`config.mk`:
```
export PLATFORM = sky130hd
export DESIGN_NAME = uart_transmitter
export DESIGN_NICKNAME = d
export VERILOG_FILES = /design/src/rtl/uart_transmitter.sv
export SDC_FILE = /design/constraint.sdc
export NUM_CORES = 1
export LEC_CHECK = 0
export CORE_MARGIN = 1
export CORE_UTILIZATION = 56
export CTS_CLUSTER_DIAMETER = 120
export DETAILED_ROUTE_END_ITERATION = 8
export PLACE_DENSITY_LB_ADDON = 0.08
export SLEW_MARGIN = 30
export SYNTH_ARGS = -nofsm -noshare
export SYNTH_HDL_FRONTEND = slang
export SYNTH_SLANG_ARGS = --single-unit
```
`constraint.sdc`:
```
create_clock -name clk -period 5.2 [get_ports clk]
set_clock_uncertainty 0.15 [all_clocks]
set_input_delay 0.78 -clock clk [delete_from_list [all_inputs] [get_ports clk]]
set_output_delay 0.78 -clock clk [all_outputs]
set_load 0.005 [all_outputs]
```
`src/rtl/uart_transmitter.sv`:
```
// 8-bit UART transmitter: start, LSB-first data, optional even parity, one stop bit.
// Define UART_TX_PARITY_EN to include the parity bit (11-bit frame); otherwise 10-bit frame.
module uart_transmitter #(
  parameter int SAMPLES_PER_BIT = 16
) (
  input  logic       clk,
  input  logic       reset,
  input  logic       Tx_sample_ENABLE,
  input  logic       Tx_EN,
  input  logic       Tx_WR,
  input  logic [7:0] Tx_DATA,
  output logic       TxD,
  output logic       Tx_BUSY
);

  localparam int CW = (SAMPLES_PER_BIT > 1) ? $clog2(SAMPLES_PER_BIT) : 1;
  localparam logic [CW-1:0] CNT_MAX = CW'(SAMPLES_PER_BIT - 1);

  typedef enum logic [2:0] {
    IDLE,
    START,
    DATA,
`ifdef UART_TX_PARITY_EN
    PARITY,
`endif
    STOP
  } state_t;

  state_t          state_q, state_d;
  logic [CW-1:0]   cnt_q, cnt_d;
  logic [2:0]      bit_q, bit_d;
  logic [7:0]      data_q, data_d;
  logic            txd_q, txd_d;
  logic            busy_q, busy_d;
  logic            accept;
  logic            bit_end;

  assign accept  = Tx_WR && Tx_EN && !busy_q;
  assign bit_end = Tx_sample_ENABLE && (cnt_q == CNT_MAX);

  always_ff @(posedge clk) begin
    if (!reset) begin
      state_q <= IDLE;
      cnt_q   <= '0;
      bit_q   <= '0;
      data_q  <= '0;
      txd_q   <= 1'b1;
      busy_q  <= 1'b0;
    end else begin
      state_q <= state_d;
      cnt_q   <= cnt_d;
      bit_q   <= bit_d;
      data_q  <= data_d;
      txd_q   <= txd_d;
      busy_q  <= busy_d;
    end
  end

  // Next state, bit timing and registered line value derived from the next state.
  always_comb begin
    state_d = state_q;
    cnt_d   = cnt_q;
    bit_d   = bit_q;
    data_d  = data_q;
    txd_d   = 1'b1;
    busy_d  = 1'b0;

    if (state_q != IDLE && Tx_sample_ENABLE)
      cnt_d = bit_end ? '0 : CW'(cnt_q + 1'b1);

    case (state_q)
      IDLE: begin
        if (accept) begin
          state_d = START;
          data_d  = Tx_DATA;
          cnt_d   = '0;
          bit_d   = '0;
        end
      end
      START: begin
        if (bit_end) state_d = DATA;
      end
      DATA: begin
        if (bit_end) begin
          if (bit_q == 3'd7) begin
`ifdef UART_TX_PARITY_EN
            state_d = PARITY;
`else
            state_d = STOP;
`endif
            bit_d = '0;
          end else begin
            bit_d = bit_q + 3'd1;
          end
        end
      end
`ifdef UART_TX_PARITY_EN
      PARITY: begin
        if (bit_end) state_d = STOP;
      end
`endif
      STOP: begin
        if (bit_end) state_d = IDLE;
      end
      default: state_d = IDLE;
    endcase

    case (state_d)
      IDLE:    txd_d = 1'b1;
      START:   txd_d = 1'b0;
      DATA:    txd_d = data_d[bit_d];
`ifdef UART_TX_PARITY_EN
      PARITY:  txd_d = ^data_q;
`endif
      STOP:    txd_d = 1'b1;
      default: txd_d = 1'b1;
    endcase

    busy_d = (state_d != IDLE);
  end

  assign TxD     = txd_q;
  assign Tx_BUSY = busy_q;

endmodule

```
==> metrics.cfg, run 1 <==
[status]
status=finished, final reports clean

[route]
dr.pass1.iters=6
detail_route.wl_per_cell_um=13.4
drc=0
drt_iter0_markers=14
wl_mm=1.80
viasPerCell=5.64
vias=756
antenna_left=0

[sta]
holdWs_ns=0.393
period_minus_slack_ns=2.77
slew_headroom=0.552
slew_violations=0
setup_viol=0
worstMarginPinSlew_ns=0.669
finalSetupTns_ns=0
worst_slack_ns=2.43
rsz0062_at_grt=no
max_freq_ghz=0.361
hold_violations=0
fin_crit_sh=0.532

[clock_tree]
htreeDepth=1
root_buffer=clkbuf_4
clkSinkCount=20
postCtsHoldBufs=0
cts_buffers=3
clockBufferDepth=2
insertion_delay_ns=0.30
cts_tree=yes
cts_resized=0
path_clk_slew_ns=0.11
post-cts-setup-buffers=0

[yosys]
synth_edf_count=0
synth_most_common_cell=dfxtp_1
yosys-top-cells-count=20 x dfxtp_1, 12 x mux2i_1, 8 x nor2_1, 8 x nor2b_1
ys_ff_latch=20
async_reset_ff_frac=0
synthCells=104
synth_nets=120
synth_top_area_cell=dfxtp_1
synth_area_leaders=dfxtp_1 40%, mux2i_1 12%, nor2b_1 5.0%
synth_ff_type=dfxtp_1
yosysSeqAreaShare=0.401
synth_top_area_frac=0.401
synth_cell_type_count=34
ys.warnings.count=0
syn_area_um2=998
synth_area_per_cell_um2=9.60

[setup_path]
worstSetupStartpointType=input pin
ff2ff_path_depth=6
critPathKind=input pin to flop
critPathRequiredTime_ns=5.23
reg2reg_slack_ns=2.62
worstSetupEndpointType=flop
r2r-end=TxD
r2r-start=state_q[0]
cp_max_fo=13
critPathArrivalTime_ns=2.80

[worst_hold_path]
whs_endpoint=data_q[3]
whs_path_depth=2
holdCritPathClass=flop to flop
worstHoldStart=data_q[3]

[power_and_ir_drop]
switchingPower_uw=61.0
swShare=0.219
power_frac_seq=0.575
internal_power_uw=217
p_leak_nw=0.436
p_comb_frac=0.103
ir_drop_mv=0.181
p_per_area_mw_per_mm2=237
clkPwrFrac=0.322

[global_route]
antenna_found_initial=0
grt_usage=0.223
overflow=0
grt_max_degree=14
grt_pass1_vias=783
grt_first_pass_wirelength_mm=3.11

[placed_design]
place_congestion=0.845
post_dp_cell_area_mm2=0.00114
place_ws_ns=2.10
portBuffers=14
dp_hpwl_mm=1.37

[die]
io_pins=15
dieHeight_um=44.2
rows=14
initial_core_util=0.633
core_mm2=0.00158
die_area_mm2=0.00196
die_x_um=44.2

[cells_and_area]
num-nets-final=135
stdcell_area_mm2=0.00117
drive_above_1_share=0.0847
antennaDiodeCount=0
area.growth.synth_to_final_pct=17.4
fillers=127

[job]
drv_cap=0

==> cells in the final DEF (no fill, tap or decap), types with 2 or more instances in the layout <==
master,n
nand4_1,2
xor2_1,2
nand2_1,2
ha_1,3
mux2_2,2
dfxtp_1,20
nor2b_1,8
nor2_1,8
clkdlybuf4s50_1,14
and2_1,5
inv_1,5
mux2i_1,12
nand3_1,2
nand2b_1,4
nor3b_1,2
clkbuf_4,3
a21oi_1,5
o31ai_1,2
==> cells by family after synthesis <==
| logic type | share of synthesized area |
|---|---|
| adder cells (fa/ha/maj) | 0.0376 |
| flip-flops | 0.401 |
| buffers and inverters | 0.0414 |
| AND/OR/NAND/NOR | 0.254 |
| AO/OA/AOI/OAI | 0.0927 |
| multiplexers | 0.143 |
| XOR/XNOR | 0.0263 |
| other | 0.00376 |
==> metal layers <==
metal	track usage	part of all wire	up-vias
met4	0.127	0.017	0
li1	-	-	385
met3	0.0367	0.028	4
met1	0.239	0.44	353
met5	0	0	-
met2	0.409	0.52	14
==> worst max path at each step <==
stage | startpoint | to | slack [ns]
3_5_place_dp | Tx_WR | TxD | 2.10
3_3_place_gp | Tx_WR | TxD | 2.17
6_report | Tx_WR | TxD | 2.43
2_1_floorplan | Tx_sample_ENABLE | TxD | 2.83
5_1_grt | Tx_WR | TxD | 2.32
4_1_cts | Tx_WR | TxD | 2.41
==> flip-flops by register name, summed over array words and instances (netlist names) <==
signal	cells
cnt_q	4
Tx_BUSY	1
state_q	3
bit_q	3
TxD	1
data_q	8
==> power by group through the flow <==
stage          Sequential, mW  Clock [mW]  Combinational (mW)
3_3_place_gp            0.163           0              0.0277
6_report                0.160      0.0896              0.0287
5_1_grt                 0.161      0.0976              0.0319
4_1_cts                 0.160      0.0903              0.0290
3_5_place_dp            0.164           0              0.0288
2_1_floorplan           0.163           0              0.0166
==> metrics by stage <==
step,std cells,utilization,power (mW)
after floorplan,104,-,0.180
after global placement,130,0.721,0.191
after detailed placement,130,0.721,0.192
after CTS,134,0.744,0.279
after global routing,134,0.744,0.290
final,134,0.744,0.278
==> worst max-delay path: stages <==
cell,delay (ns)
clkdlybuf4s50_1,0.45
nand2_1,0.08
nor3_4,0.53
mux2_2,0.41
mux2_2,0.26
mux2i_1,0.19
a2111oi_2,0.10
==> layout make-up <==
cell class	instances	area [um2]	area share
Tap cell	16	20.0	0.0171
Inverter	5	18.8	0.0160
Timing Repair Buffer	14	140	0.120
Clock buffer	4	36.3	0.0309
Sequential cell	20	400	0.342
Multi-Input combinational cell	75	557	0.475
No activity file was read; power rests on OpenSTA's default activity.
==> run 2: changes to the inputs <==
--- a/config.mk
+++ b/config.mk
@@ -6,7 +6,7 @@
 export NUM_CORES = 1
 export LEC_CHECK = 0
 export CORE_MARGIN = 1
-export CORE_UTILIZATION = 56
+export CORE_UTILIZATION = 47
 export CTS_CLUSTER_DIAMETER = 120
 export DETAILED_ROUTE_END_ITERATION = 8
 export PLACE_DENSITY_LB_ADDON = 0.08
==> constraint.sdc (replaced) <==
create_clock -name clk -period 2.45 [get_ports clk]
set_clock_uncertainty 0.15 [all_clocks]
set_input_delay 0.3675 -clock clk [delete_from_list [all_inputs] [get_ports clk]]
set_output_delay 0.3675 -clock clk [all_outputs]
set_load 0.005 [all_outputs]
==> run 2 against run 1 <==
Combinational power is 120% higher. Clock power is 110% higher. Sequential share of layout area is 1.2 points lower. Register-to-register slack worse by 2.4 ns. Utilization is 13 points lower. Die area is 18% higher. Cell area is 3.7% higher. Cell count is 11% higher. Wire length is 1.2% lower. Sequential cell count stayed put. Power is 110% higher. Global-route usage is 4.1 points lower.
==> metrics.cfg, run 2 (same netlist as run 1, synthesis figures left out) <==
[cells_and_area]
drive_above_1_share=0.115  ; +0.0300
layout_common_cells=20 x dfxtp_1, 14 x clkdlybuf4s50_1, 12 x mux2i_1
num-nets-final=139  ; +3.0%
top_regs=data_q x8, cnt_q x4
antennaDiodeCount=0  ; unchanged
final_cells=149  ; +11%
area.growth.synth_to_final_pct=21.8
final_common_cell=dfxtp_1
fin_util=0.614  ; -0.130
fillers=170  ; +34%
regMostFlops=data_q
largest_reg_flops=8  ; unchanged

[die]
initial_core_util=0.504  ; -0.130
die_x_um=48.1  ; +8.7%
io_pins=15  ; unchanged
dieHeight_um=48.1  ; +8.7%
core_mm2=0.00198  ; +26%
rows=16  ; +2
die_area_mm2=0.00231  ; +18%

[power_and_ir_drop]
report.power.total_uw=594  ; +110%
clkPwrFrac=0.321  ; about the same
switchingPower_uw=130  ; +110%
power_frac_seq=0.572  ; -0.003
swShare=0.219  ; about the same
p_comb_frac=0.107  ; +0.004
ir_drop_mv=0.332  ; +83%
p_leak_nw=0.457  ; +4.8%
p_per_area_mw_per_mm2=488  ; +110%
internal_power_uw=464  ; +110%

[setup_path]
worstSetupStartpointType=flop
critPathKind=flop to flop
reg2reg_slack_ns=0.18  ; -2.44 ns
critPathRequiredTime_ns=2.49  ; -2.74 ns
r2r-end=TxD
worstSetupEndpointType=flop
ff2ff_path_depth=8  ; +2
r2r-start=bit_q[0]
cp_max_fo=5  ; -8
critPathArrivalTime_ns=2.31  ; -0.49 ns

[worst_hold_path]
worstHoldStart=data_q[6]
whs_path_depth=2  ; unchanged
whs_endpoint=data_q[6]
holdCritPathClass=flop to flop

[status]
status=finished, final reports clean

[clock_tree]
htreeDepth=1  ; unchanged
insertion_delay_ns=0.30  ; about the same
cts_buffers=3  ; unchanged
postCtsHoldBufs=0  ; unchanged
cts_resized=0  ; unchanged
root_buffer=clkbuf_4
path_clk_slew_ns=0.11  ; about the same
clockBufferDepth=2  ; unchanged
clkSinkCount=20  ; unchanged
post-cts-setup-buffers=0  ; unchanged
cts_tree=yes

[sta]
slew_violations=0  ; unchanged
worst_slack_ns=0.183  ; -2.25 ns
setup_viol=0  ; unchanged
rsz0062_at_grt=no
period_minus_slack_ns=2.27
hold_violations=0  ; unchanged
max_freq_ghz=0.441
finalSetupTns_ns=0  ; unchanged
fin_crit_sh=0.925

[placed_design]
place_congestion=0.791  ; -6.4%
dp_hpwl_mm=1.41  ; +2.8%
dp.cells=145  ; +12%
place_ws_ns=-0.00999  ; -2.11 ns
portBuffers=14  ; unchanged

[route]
vias=773  ; +2.2%
wl_mm=1.78  ; -1.2%
drt_iter0_markers=5  ; -9
viasPerCell=5.19  ; -8.0%
detail_route.wl_per_cell_um=11.9  ; -11%
dr.pass1.iters=4  ; -2
drc=0  ; unchanged
antenna_left=0  ; unchanged

[global_route]
grt_first_pass_wirelength_mm=2.79  ; -10%
grt_max_degree=13  ; -1
antenna_found_initial=0  ; unchanged
overflow=0  ; unchanged
grt_pass1_vias=697  ; -11%
grt_usage=0.182  ; -0.0415

[job]
drv_cap=0  ; unchanged

-- run 2: changes by cell type in the layout (fill, tap and decap cells not counted), sizes merged --
| cell | before | now |
|---|---|---|
| buf | 0 | 4 |
-- run 2: worst max-delay path by stage --
stage	start	endpoint	depth (start not counted)
floorplan	cnt_q[0]	TxD	8
global placement	Tx_sample_ENABLE	TxD	7
detailed placement	Tx_sample_ENABLE	TxD	7
CTS	bit_q[0]	TxD	8
global route	bit_q[0]	TxD	8
finish	bit_q[0]	TxD	8
-- run 2: metrics by stage --
| stage | cell area (um2) | hold WS [ns] |
|---|---|---|
| 6_report | 1220 | 0.379 |
| 5_1_grt | 1220 | 0.418 |
| 4_1_cts | 1220 | 0.386 |
| 3_5_place_dp | 1180 | 0.360 |
| 3_3_place_gp | 1180 | 0.349 |
| 2_1_floorplan | 998 | 0.327 |
-- run 2: cell type report --
class | instances | area, um2 | area share
Clock buffer | 4 | 36.3 | 0.0298
Inverter | 5 | 18.8 | 0.0154
Multi-Input combinational cell | 75 | 557 | 0.458
Sequential cell | 20 | 400 | 0.329
Tap cell | 27 | 33.8 | 0.0278
Timing Repair Buffer | 18 | 170 | 0.140
-- run 2: critical path, stage by stage, from the launching register on --
cell and delay [ns]:
dfxtp_1 0.34, ha_1 0.21, ha_1 0.22, nor2_1 0.11
nand3_1 0.10, a21oi_2 0.32, mux2i_1 0.21, and3b_1 0.20
a2111oi_2 0.29
-- run 2: power groups by stage --
stage               clock network, mW  logic, mW  registers (mW)
finish                          0.191     0.0634           0.339
CTS                             0.200     0.0644           0.340
floorplan                           0     0.0353           0.346
global route                    0.210     0.0702           0.341
global placement                    0     0.0628           0.347
detailed placement                  0     0.0641           0.347
-- run 2: layer usage --
layer	up-vias	global-route usage	wire, um
met5	-	0	0
met4	0	0.106	44
met3	6	0.0481	74
met2	20	0.305	886
met1	354	0.207	771
li1	393	-	-
==> run 3: changes to the inputs <==
==> constraint.sdc (replaced) <==
create_clock -name clk -period 1.95 [get_ports clk]
set_clock_uncertainty 0.15 [all_clocks]
set_input_delay 0.195 -clock clk [delete_from_list [all_inputs] [get_ports clk]]
set_output_delay 0.195 -clock clk [all_outputs]
set_load 0.005 [all_outputs]
==> run 3 against run 2 <==
Sequential power up 25%. Utilization is 9.4 points higher. Power increased by 22%. Combinational power up 62%. Critical endpoint unchanged. The run now ends with setup timing left. Largest cell class unchanged. Worst hold slack worse by 0.036 ns.
==> metrics.cfg, run 3 (same netlist as run 1, synthesis figures left out) <==
[cells_and_area]
fillers=156  ; -8.2%
final_cells=171  ; +15%
final_common_cell=buf_4
area.growth.synth_to_final_pct=40.5
layout_common_cells=27 x buf_4, 18 x dfxtp_1, 14 x clkdlybuf4s50_1
drive_above_1_share=0.285  ; +0.170
regMostFlops=data_q
stdcell_area_mm2=0.00140  ; +15%
antennaDiodeCount=0  ; unchanged
largest_reg_flops=8  ; unchanged
num-nets-final=162  ; +17%
fin_util=0.708  ; +0.0941
top_regs=data_q x8, cnt_q x4

[global_route]
grt_usage=0.197  ; +0.0149
grt_first_pass_wirelength_mm=3.02  ; +7.9%
overflow=0  ; unchanged
grt_pass1_vias=697  ; unchanged
antenna_found_initial=0  ; unchanged
grt_max_degree=13  ; unchanged

[clock_tree]
root_buffer=clkbuf_4
cts_tree=yes
path_clk_slew_ns=0.11  ; about the same
cts_buffers=3  ; unchanged
clkSinkCount=20  ; unchanged
htreeDepth=1  ; unchanged
insertion_delay_ns=0.30  ; about the same
clockBufferDepth=2  ; unchanged

[die]
dieHeight_um=48.1  ; unchanged
die_x_um=48.1  ; unchanged
rows=16  ; unchanged
die_area_mm2=0.00231  ; unchanged
io_pins=15  ; unchanged
initial_core_util=0.504  ; unchanged
core_mm2=0.00198  ; unchanged

[sta]
rsz0062_at_grt=yes
slew_violations=0  ; unchanged
fin_crit_sh=1.13  ; +0.208
worst_slack_ns=-0.261  ; -0.444 ns
period_minus_slack_ns=2.21  ; -0.0562 ns
hold_violations=0  ; unchanged
setup_viol=1  ; +1
max_freq_ghz=0.452  ; +2.5%

[route]
wl_mm=2.05  ; +15%
viasPerCell=4.88  ; -5.9%
dr.pass1.iters=4  ; unchanged
drt_iter0_markers=4  ; -1
antenna_left=0  ; unchanged
detail_route.wl_per_cell_um=12.0  ; +0.43%
vias=835  ; +8.0%
drc=0  ; unchanged

[job]
drv_cap=0  ; unchanged

[setup_path]
critPathArrivalTime_ns=2.26  ; -0.05 ns
critPathKind=flop to flop
crit_path_frequent_cell=mux2_4
cp_max_fo=3  ; -2
worstSetupEndpointType=flop
worstSetupStartpointType=flop
critPathRequiredTime_ns=2.00  ; -0.49 ns
critPathMaxStageDelay_ns=0.39  ; +0.05 ns
cp_slowest_cell=or3_4
crit_chain=or3_4 > nor3_4 > buf_4 > mux2_4 > mux2_4 > mux2i_2 > a2111oi_2

[worst_hold_path]
holdCritPathClass=input pin to flop

[placed_design]
post_dp_cell_area_mm2=0.00134  ; +14%
portBuffers=14  ; unchanged
dp_hpwl_mm=1.55  ; +10%
dp.cells=165  ; +14%
place_congestion=0.844  ; +6.7%
place_ws_ns=-0.301  ; -0.291 ns

[power_and_ir_drop]
ir_drop_mv=0.419  ; +26%
p_per_area_mw_per_mm2=515  ; +5.4%
p_leak_nw=0.574  ; +26%
report.power.total_uw=722  ; +22%

[status]
violations=setup timing
status=finished, violations left

==> run 3: cell types whose count changed in the layout (fill, tap and decap cells not counted) <==
cell	previous run	this run
buf_4	4	27
dfxtp_1	20	18
dfxtp_2	0	2
mux2_2	2	0
mux2_4	0	2
a21oi_1	5	4
a21oi_4	0	1
and2_1	5	4
and2_4	0	1
clkbuf_8	1	0
mux2i_1	12	11
mux2i_2	0	1
==> run 3: where the power goes <==
part / switching [mW] / internal [mW] / total, mW
clock: 0.122 / 0.0721 / 0.194
sequential: 0.00494 / 0.419 / 0.424
combinational: 0.0377 / 0.0655 / 0.103
==> run 3: stage by stage <==
| stage | hold WS [ns] | setup TNS, ns |
|---|---|---|
| detailed placement | 0.359 | -0.305 |
| CTS | 0.349 | -0.188 |
| floorplan | 0.173 | -0.0923 |
| global placement | 0.352 | -0.239 |
| finish | 0.343 | -0.261 |
| global route | 0.382 | -0.369 |
==> run 3: final cells by class <==
class | instances | area [um2] | area share
multi-input combinational | 75 | 582 | 0.415
tap | 27 | 33.8 | 0.0241
sequential | 20 | 403 | 0.287
timing repair buffer | 41 | 343 | 0.244
clock buffer | 3 | 22.5 | 0.0161
inverter | 5 | 18.8 | 0.0134
==> run 3: what timing repair did <==
action | in CTS | in global routing
hold buffers | 0 | 0
setup endpoints to repair | 1 | 2
resized for setup | 0 | 5
pin swaps | 0 | 3
buffers inserted | 0 | 3
==> run 3: routing by layer <==
layer  routed length (um)  vias to the layer above  track usage  part of all wire
li1                     -                      436            -                 -
met5                    0                        -            0                 0
met3                   43                        5       0.0333             0.021
met4                   36                        0        0.100             0.018
met2                  961                       10        0.289              0.47
met1                 1010                      384        0.276              0.49
==> run 3: worst max-delay path: cells and delay by family (launching register included) <==
family | cells | cell delay, ns
buffers and inverters | 1 | 0.17
AND/OR/NAND/NOR | 2 | 0.64
AO/OA/AOI/OAI | 1 | 0.09
multiplexers | 3 | 0.73
flip-flops | 1 | 0.33
==> run 3: final timing paths <==
| path | from | endpoint | slack [ns] | cells past startpoint |
|---|---|---|---|---|
| setup / recovery | state_q[1] | TxD | -0.26 | 7 |
| hold / removal | Tx_DATA[3] | data_q[3] | 0.34 | 3 |
| setup reg to reg | state_q[1] | TxD | -0.26 | 7 |
| hold reg to reg | data_q[1] | data_q[1] | 0.38 | 2 |
